### src/rtl/mna_pkg.sv
// Shared constants and state encoding for the master network adapter
// request-path VC allocator.
package mna_pkg;

  localparam int NUM_VC_DEF = 8;
  localparam int FLIT_W_DEF = 37;

  localparam logic [1:0] FLIT_HEAD = 2'b10;
  localparam logic [1:0] FLIT_BODY = 2'b00;
  localparam logic [1:0] FLIT_TAIL = 2'b01;

  typedef enum logic [1:0] {
    ST_IDLE = 2'd0,
    ST_HEAD = 2'd1,
    ST_BODY = 2'd2
  } state_e;

endpackage

### src/rtl/rr_picker.sv
// Combinational round-robin picker: first set request bit at or after ptr_i,
// wrapping modulo N, returned as one-hot grant plus index.
module rr_picker #(
  parameter int N  = 8,
  parameter int IW = (N > 1) ? $clog2(N) : 1
) (
  input  logic [N-1:0]  req_i,
  input  logic [IW-1:0] ptr_i,
  output logic [N-1:0]  gnt_o,
  output logic [IW-1:0] idx_o,
  output logic          valid_o
);

  function automatic logic [IW-1:0] wrap_add(input logic [IW-1:0] p, input int k);
    int s;
    s = int'(p) + k;
    if (s >= N) s = s - N;
    return s[IW-1:0];
  endfunction

  logic [IW-1:0] cand;

  always_comb begin
    gnt_o   = '0;
    idx_o   = '0;
    valid_o = 1'b0;
    cand    = '0;
    for (int k = 0; k < N; k++) begin
      cand = wrap_add(ptr_i, k);
      if (!valid_o && req_i[cand]) begin
        valid_o     = 1'b1;
        idx_o       = cand;
        gnt_o[cand] = 1'b1;
      end
    end
  end

endmodule

### src/rtl/mna_vc_allocator.sv
// VC allocator and packet sequencer: grants one eligible VC per packet in
// round-robin order, holds it until the tail flit, tracks VC occupancy.
module mna_vc_allocator
  import mna_pkg::*;
#(
  parameter int NUM_VC = NUM_VC_DEF,
  parameter int FLIT_W = FLIT_W_DEF
) (
  input  logic              clk,
  input  logic              rst_n,
  input  logic              pkt_req,
  input  logic [NUM_VC-1:0] vc_mask,
  input  logic [NUM_VC-1:0] vc_on_off,
  input  logic [NUM_VC-1:0] vc_free_ret,
  input  logic              flit_valid,
  input  logic [1:0]        flit_type,
  output logic [NUM_VC-1:0] vc_grant,
  output logic              grant_valid,
  output logic [NUM_VC-1:0] vc_busy,
  output logic              err_proto,
  output state_e            dbg_state
);

  localparam int PW = (NUM_VC > 1) ? $clog2(NUM_VC) : 1;
  // The type field only exists when the flit is wide enough to carry it.
  localparam logic [1:0] TYPE_MASK = (FLIT_W >= 2) ? 2'b11 : 2'b00;

  // Handshake: flit_valid is a one-cycle qualifier sampled on every rising
  // edge while a grant is held; there is no ready, the packetizer only
  // sends once it sees vc_grant non-zero and honours vc_on_off itself.

  state_e            state_q, state_d;
  logic [NUM_VC-1:0] grant_q, grant_d;
  logic              gv_q, gv_d;
  logic [NUM_VC-1:0] busy_q, busy_d;
  logic              err_q, err_d;
  logic [PW-1:0]     ptr_q, ptr_d;

  logic [NUM_VC-1:0] elig;
  logic [NUM_VC-1:0] pick_gnt;
  logic [PW-1:0]     pick_idx;
  logic              pick_valid;
  logic [1:0]        ftype;
  logic [NUM_VC-1:0] busy_set;
  logic [NUM_VC-1:0] bad_free;
  logic [NUM_VC-1:0] held_free;
  logic              err_set;

  assign elig  = ~busy_q & vc_mask & vc_on_off;
  assign ftype = flit_type & TYPE_MASK;

  rr_picker #(.N(NUM_VC), .IW(PW)) u_picker (
    .req_i   (elig),
    .ptr_i   (ptr_q),
    .gnt_o   (pick_gnt),
    .idx_o   (pick_idx),
    .valid_o (pick_valid)
  );

  always_comb begin
    state_d   = state_q;
    grant_d   = grant_q;
    gv_d      = gv_q;
    ptr_d     = ptr_q;
    busy_set  = '0;
    err_set   = 1'b0;
    bad_free  = '0;
    held_free = '0;

    case (state_q)
      ST_IDLE: begin
        if (flit_valid) err_set = 1'b1;
        if (pkt_req && pick_valid) begin
          grant_d  = pick_gnt;
          gv_d     = 1'b1;
          busy_set = pick_gnt;
          ptr_d    = (pick_idx == PW'(NUM_VC - 1)) ? '0 : pick_idx + 1'b1;
          state_d  = ST_HEAD;
        end
      end
      ST_HEAD: begin
        if (flit_valid) begin
          if (ftype == FLIT_HEAD) state_d = ST_BODY;
          else                    err_set = 1'b1;
        end
      end
      ST_BODY: begin
        if (flit_valid) begin
          if (ftype == FLIT_TAIL) begin
            grant_d = '0;
            gv_d    = 1'b0;
            state_d = ST_IDLE;
          end else if (ftype != FLIT_BODY) begin
            err_set = 1'b1;
          end
        end
      end
      default: begin
        state_d = ST_IDLE;
        grant_d = '0;
        gv_d    = 1'b0;
      end
    endcase

    // A return for the VC still held means the router released it before
    // the tail left; keep it busy so it cannot be reallocated mid-packet.
    bad_free  = vc_free_ret & ~busy_q;
    held_free = (state_q != ST_IDLE) ? (vc_free_ret & busy_q & grant_q) : '0;
    if ((|bad_free) || (|held_free)) err_set = 1'b1;

    busy_d = (busy_q & ~(vc_free_ret & ~held_free)) | busy_set;
    err_d  = err_q | err_set;
  end

  always_ff @(posedge clk or negedge rst_n) begin
    if (!rst_n) begin
      state_q <= ST_IDLE;
      grant_q <= '0;
      gv_q    <= 1'b0;
      busy_q  <= '0;
      err_q   <= 1'b0;
      ptr_q   <= '0;
    end else begin
      state_q <= state_d;
      grant_q <= grant_d;
      gv_q    <= gv_d;
      busy_q  <= busy_d;
      err_q   <= err_d;
      ptr_q   <= ptr_d;
    end
  end

  assign vc_grant    = grant_q;
  assign grant_valid = gv_q;
  assign vc_busy     = busy_q;
  assign err_proto   = err_q;
  assign dbg_state   = state_q;

endmodule

### config.mk
export PLATFORM = sky130hd
export DESIGN_NAME = mna_vc_allocator
export DESIGN_NICKNAME = d
export VERILOG_FILES = /design/src/rtl/mna_pkg.sv /design/src/rtl/rr_picker.sv /design/src/rtl/mna_vc_allocator.sv
export SDC_FILE = /design/constraint.sdc
export NUM_CORES = 1
export LEC_CHECK = 0
export ABC_AREA = 0
export BUFFER_PORTS_ARGS = -buffer_cell sky130_fd_sc_hd__buf_2
export CORE_MARGIN = 1.5
export CORE_UTILIZATION = 50
export CTS_CLUSTER_DIAMETER = 80
export DETAILED_ROUTE_END_ITERATION = 10
export PLACE_DENSITY = 0.72
export SLEW_MARGIN = 40
export SYNTH_ARGS = -nofsm -noshare
export SYNTH_HDL_FRONTEND = slang
export SYNTH_SLANG_ARGS = --single-unit
### constraint.sdc
create_clock -name clk -period 4 [get_ports clk]
set_input_delay 0.6 -clock clk [delete_from_list [all_inputs] [get_ports clk]]
set_output_delay 0.6 -clock clk [all_outputs]
set_load 0.01 [all_outputs]
### Word level (Yosys, flattened, before mapping)

Cells that the tools add are included.

| operators by class | value |
|---|---|
| bitwise logic cells | 20 |
| equal/unequal tests | 10 |
| add/subtract/negate cells | 16 |
| reduce and logical (&&, ||, !) cells | 32 |
| magnitude comparators | 24 |
| muxes and demuxes | 90 |

Operators with widths:

| cell | number |
|---|---|
| $mux 8 | 14 |
| $or 8x8->8 | 8 |
| $and 8x8->8 | 7 |
| $mux 3 | 17 |
| $mux 1 | 34 |
| $lt 3x4->1 const B | 8 |
| $ge 4x4->1 const B | 7 |
| $bmux 1 s3 | 8 |
| $demux 1 s3 | 8 |
| $ge 3x1->1 const B | 8 |
| $not 8->8 | 3 |
| $pmux 8 s3 | 1 |
| $sub 3x1->3 const B | 8 |
| $add 3x3->4 const B | 4 |
| $logic_and 1x1->1 | 16 |
| $reduce_or 8->1 | 2 |
| $mux 2 | 5 |
| $ne 2x2->1 const B | 5 |
| $add 3x2->4 const B | 2 |
| $logic_not 1->1 | 7 |
| $pmux 1 s3 | 2 |
| $pmux 2 s3 | 1 |
| $reduce_and 5->1 | 1 |
| $add 3x1->4 const B | 1 |
| other kinds (12) | 15 |

| storage, ports and cells | value |
|---|---|
| input bits | 30 |
| bits in registers | 23 |
| word-level logic and storage cells | 198 |
| output and inout bits | 20 |

### Depth between registers and ports, before layout

| depth | value |
|---|---|
| word-level depth | 31 |
| depth in mapped cells | 17 |
| gate-level depth less buffers | 13 |

### Hierarchy

Synthesis repeated with hierarchy kept, for this count alone.

| second synthesis, totals | value |
|---|---|
| cell total of the unflattened synthesis | 264 |
| area total of the unflattened synthesis | 2484.9 um^2 |

By module, submodules not included:

| module | cells each | area each (um^2) | sequential area each (um^2) | instances |
|---|---|---|---|---|
| mna_vc_allocator | 142 | 1292.5 | 575.6 | 1 |
| rr_picker | 122 | 1192.4 | 0.0 | 1 |

### Worst setup path before layout

Ideal clock, no wire load.

| timing | value |
|---|---|
| kind | flip-flop to flip-flop |
| start | register ptr_q[2] |
| end | register ptr_q[2] |
| buffers on the path | 2 |
| arrival time | 3.808 ns |
| clock period less this slack | 3.935 ns |
| slack | 0.065 ns |
| data required time | 3.872 ns |
| setup time | 0.128 ns |
| stages on the path, launching flop included | 15 |
| cell sequence | dfrtp_1 > buf_2 > buf_1 > inv_1 > ha_1 > mux4_2 > mux2i_1 > nor2b_1 > nand2_1 > a32o_1 > a311oi_1 > a31oi_1 > ha_1 > ha_1 > mux2_1 |

| on the way | value |
|---|---|
| longest elaborated chain between the ends | 28 |
| elaborated cells on any way between the ends | 82 |
| those cells by class | 16 x add/sub; 8 x order compare; 1 x eq/ne; 41 x mux; 16 x reduce/logical |

RTL lines:

| element | RTL line | text |
|---|---|---|
| start: declaration | mna_vc_allocator.sv:37 | `logic [PW-1:0] ptr_q, ptr_d;` |
| start signal: assignment | mna_vc_allocator.sv:129 | `ptr_q <= ptr_d;` |
| branches (longest 28 deep; another with $add 3x1->4) | -- |  |

Parallel ways; which one is timed is not known. The select of a mux whose other input is x is not followed.
A chain may end at the register's enable or synchronous reset.

### Worst setup path in the final report

| timing | value |
|---|---|
| start | register ptr_q[1] |
| end | register ptr_q[2] |

The elaborated chain is that of the path after synthesis.

==> impl_metrics.toml <==
[worst_setup_path]
cp_data_required_time_ns = 4.16
critPathCaptureType = "flip-flop"
path_max_fanout = 20
slowest_stage = "mux4_2"
cp_cell_sequence = "buf_4 > ha_1 > xnor2_2 > buf_4 > mux4_2 > mux2i_1 > nand3b_1 > o21ai_0 > a311oi_1 > a31oi_1 > ha_1 > ha_1 > mux2_1"
timing.critical_path.slowest_cell_delay_ns = 0.53
cp.arrival_ns = 3.93
start_kind = "flip-flop"
cpMostUsedCell = "ha_1"
critPathKind = "reg -> reg"

[power_and_ir_drop]
p_int_mw = 1.62
p_switching_mw = 2.12
power_frac_comb_pct = 84.7
irDropWorstVdd_v = 0.000552
p_clk_share_pct = 4.0
power.share.sequential_pct = 11.3
p_per_area_nw_per_um2 = 1060
p_sw_share_pct = 56.7
p_leak_nw = 1.53

[floorplan]
die_h_um = 81.5
io_pins = 50
num_rows = 28
start_util_pct = 52.0
core_area_um2 = 5920
die_area_um2 = 6640
die_x_um = 81.5

[cells_and_area]
nFillCells = 525
drive_above_1_share_pct = 23.7
diodes = 0
areaGrowthSynthToFinish_pct = 14.3
fin_nets = 460

[route]
wirelength_mm = 10.8
drtAntennaViolNets = 0
post_drt_wl_per_cell_um = 21.9
post-route-drc-count = 0
dr.pass1.iters = 8
via_count = 3587
dr.first_iter.drc_count = 624
viasPerCell = 7.29

[global_routing]
grt_pass1_vias = 3271
overflow = 0
grt_antenna_before_repair = 0
grt_max_degree = 24
grt_pass1_wl_mm = 17.1
grt_usage_pct = 34.1

[synthesis]
avgSynthCellArea_um2 = 8.46
synth_cell_types = 78
synth_warnings = 0
synth_fp_nets = 406
synthMuxAreaShare_pct = 12.8
synth_compound_area_share_pct = 34.4
async_flop_share_pct = 100
synth_seq_area_share_pct = 18.7
synth_area_um2 = 3080
synth_seq_cells = 23
synth_cells = 364
synth_edf_count = 0
synth-xor-area-share_pct = 1.38
synth_ff_type = "dfrtp_1"
synth_top_family_by_area = "compound AO/OA/AOI/OAI gates"
yosys.area_share.simple_pct = 22.2
synth_fa_ha_area_share_pct = 4.88

[timing]
skew_ns = 0.00965
hold_viol_final = 0
tns_ns = 0
finalSetupViolations = 0
whs_ns = 0.287
slew_violations = 0
fmax_mhz = 265
tightest_slew_ns = 0.762
period_share_pct = 94.4
timing.final.crit_period_ns = 3.78
relSlewSlack_pct = 48.9
rsz0062_at_grt = "false"

[clock_tree]
numCtsBuffers = 3
clockBufferDepth = 2
cts_tree = "yes"
clkTransAtPathRegs_ns = 0.09
cts.sink_count = 23
cts_setup_buffers = 0
clk_latency_ns = 0.28
htree_levels = 1
clockRootBuffer = "clkbuf_8"

[placement]
dpl.hpwl_mm = 8.47
numPortBuffers = 49
place_congestion = 1.07

[min_path]
holdCritPathClass = "in -> async"

[outcome]
status = "completed"

[run]
cap_violations = 0
-- cell usage after synthesis, drive strengths merged, types with 8 or more instances --
master / instances / area share (%)
a22o: 8 / 2.3
mux2i: 14 / 4.7
o21ai: 21 / 3.5
ha: 12 / 4.9
nand3b: 10 / 2.6
buf: 11 / 2.1
clkbuf: 8 / 1.0
o22ai: 10 / 2.0
nand2: 31 / 3.8
and3b: 8 / 2.3
nor2b: 13 / 2.6
dfrtp: 23 / 19
a211oi: 8 / 2.0
inv: 17 / 2.2
nor2: 19 / 2.4
mux4: 9 / 6.6
a21oi: 21 / 3.5
nand3: 9 / 1.5
-- state kept, by name (all words and copies together) (netlist names) --
name,count
dbg_state,2
vc_busy,8
err_proto,1
grant_valid,1
ptr_q,3
vc_grant,8
-- final timing paths --
check	from	endpoint	slack [ns]	depth (start not counted)
setup / recovery	ptr_q[1]	ptr_q[2]	0.22	13
hold / removal	rst_n	vc_grant[4]	0.29	1
setup reg to reg	ptr_q[1]	ptr_q[2]	0.22	13
hold reg to reg	grant_valid	grant_valid	0.55	2
max in group asynchronous	rst_n	ptr_q[0]	3.35	1
min in group clk	grant_valid	grant_valid	0.55	2
-- critical path, delay by kind of cell, from the launching register on --
family	cells	cell delay [ns]
AOI/OAI and AO/OA	3	0.55
muxes	3	1.12
adders and majority gates	3	0.64
buffers and inverters	2	0.44
xor gates and xnor gates	1	0.30
and+or+nand+nor	1	0.16
DFF	1	0.43
-- through the flow --
stage          cell area [um^2]  power (mW)  std cells  utilization [%]  setup WS (ns)
2_1_floorplan              3080        2.58        364                -         0.0646
3_3_place_gp               3460        3.44        488             58.5          0.356
3_5_place_dp               3460        3.43        488             58.5          0.247
4_1_cts                    3510        3.59        492             59.3          0.223
5_1_grt                    3520        3.99        492             59.4         0.0447
6_report                   3520        3.74        492             59.4          0.222
-- power groups by stage --
stage	clock (mW)	combinational, mW	sequential (mW)
global placement	0	3.02	0.418
floorplan	0	2.15	0.424
finish	0.151	3.17	0.422
CTS	0.153	3.02	0.418
global route	0.157	3.40	0.432
detailed placement	0	3.01	0.421
-- layer usage --
layer / vias up / track usage, % / share of wire, %
met1: 1670 / 47.0 / 39
li1: 1553 / - / -
met3: 65 / 9.11 / 12
met5: - / 0 / 0
met2: 299 / 51.4 / 44
met4: 0 / 11.6 / 4.2
-- logic make-up after synthesis --
kind of cell,after synthesis
compound gates,141
xor+xnor,4
flops,23
fa+ha+maj,12
mux,27
simple gates,120
buf+inv,37
-- placed cells by master, fill, tap and decap left out, types with 4 or more instances in the layout --
master,Yosys,routed
a2111oi_0,4,4
a211oi_1,8,8
a21o_1,5,5
a21oi_1,20,20
a221o_1,4,4
a221oi_1,4,4
a22o_1,8,8
a32o_1,4,4
and2_1,4,4
and3b_1,8,8
buf_2,7,49
buf_4,0,19
dfrtp_1,23,23
ha_1,12,12
inv_1,16,16
mux2i_1,13,13
mux4_2,9,9
nand2_1,31,31
nand3_1,9,9
nand3b_1,9,9
nand4b_1,6,6
nor2_1,18,18
nor2b_1,13,13
o211ai_1,6,6
o21ai_0,17,17
o221ai_1,6,6
o22ai_1,10,10
o2bb2ai_1,6,6
-- timing repair --
action	in CTS	in global routing
resized for setup	0	1
hold buffers	0	0
setup endpoints to repair	0	1
hold endpoints to repair	0	0
-- area by class of cell --
| type | count | area [um^2] | area share (%) |
|---|---|---|---|
| multi-input combinational | 304 | 2340 | 66.4 |
| clock buffer | 3 | 41.3 | 1.17 |
| sequential | 23 | 576 | 16.4 |
| timing repair buffer | 68 | 388 | 11.0 |
| tap | 75 | 93.8 | 2.67 |
| clock inverter | 1 | 5.00 | 0.142 |
| inverter | 18 | 77.6 | 2.21 |
(Power assumes the default switching activity.)
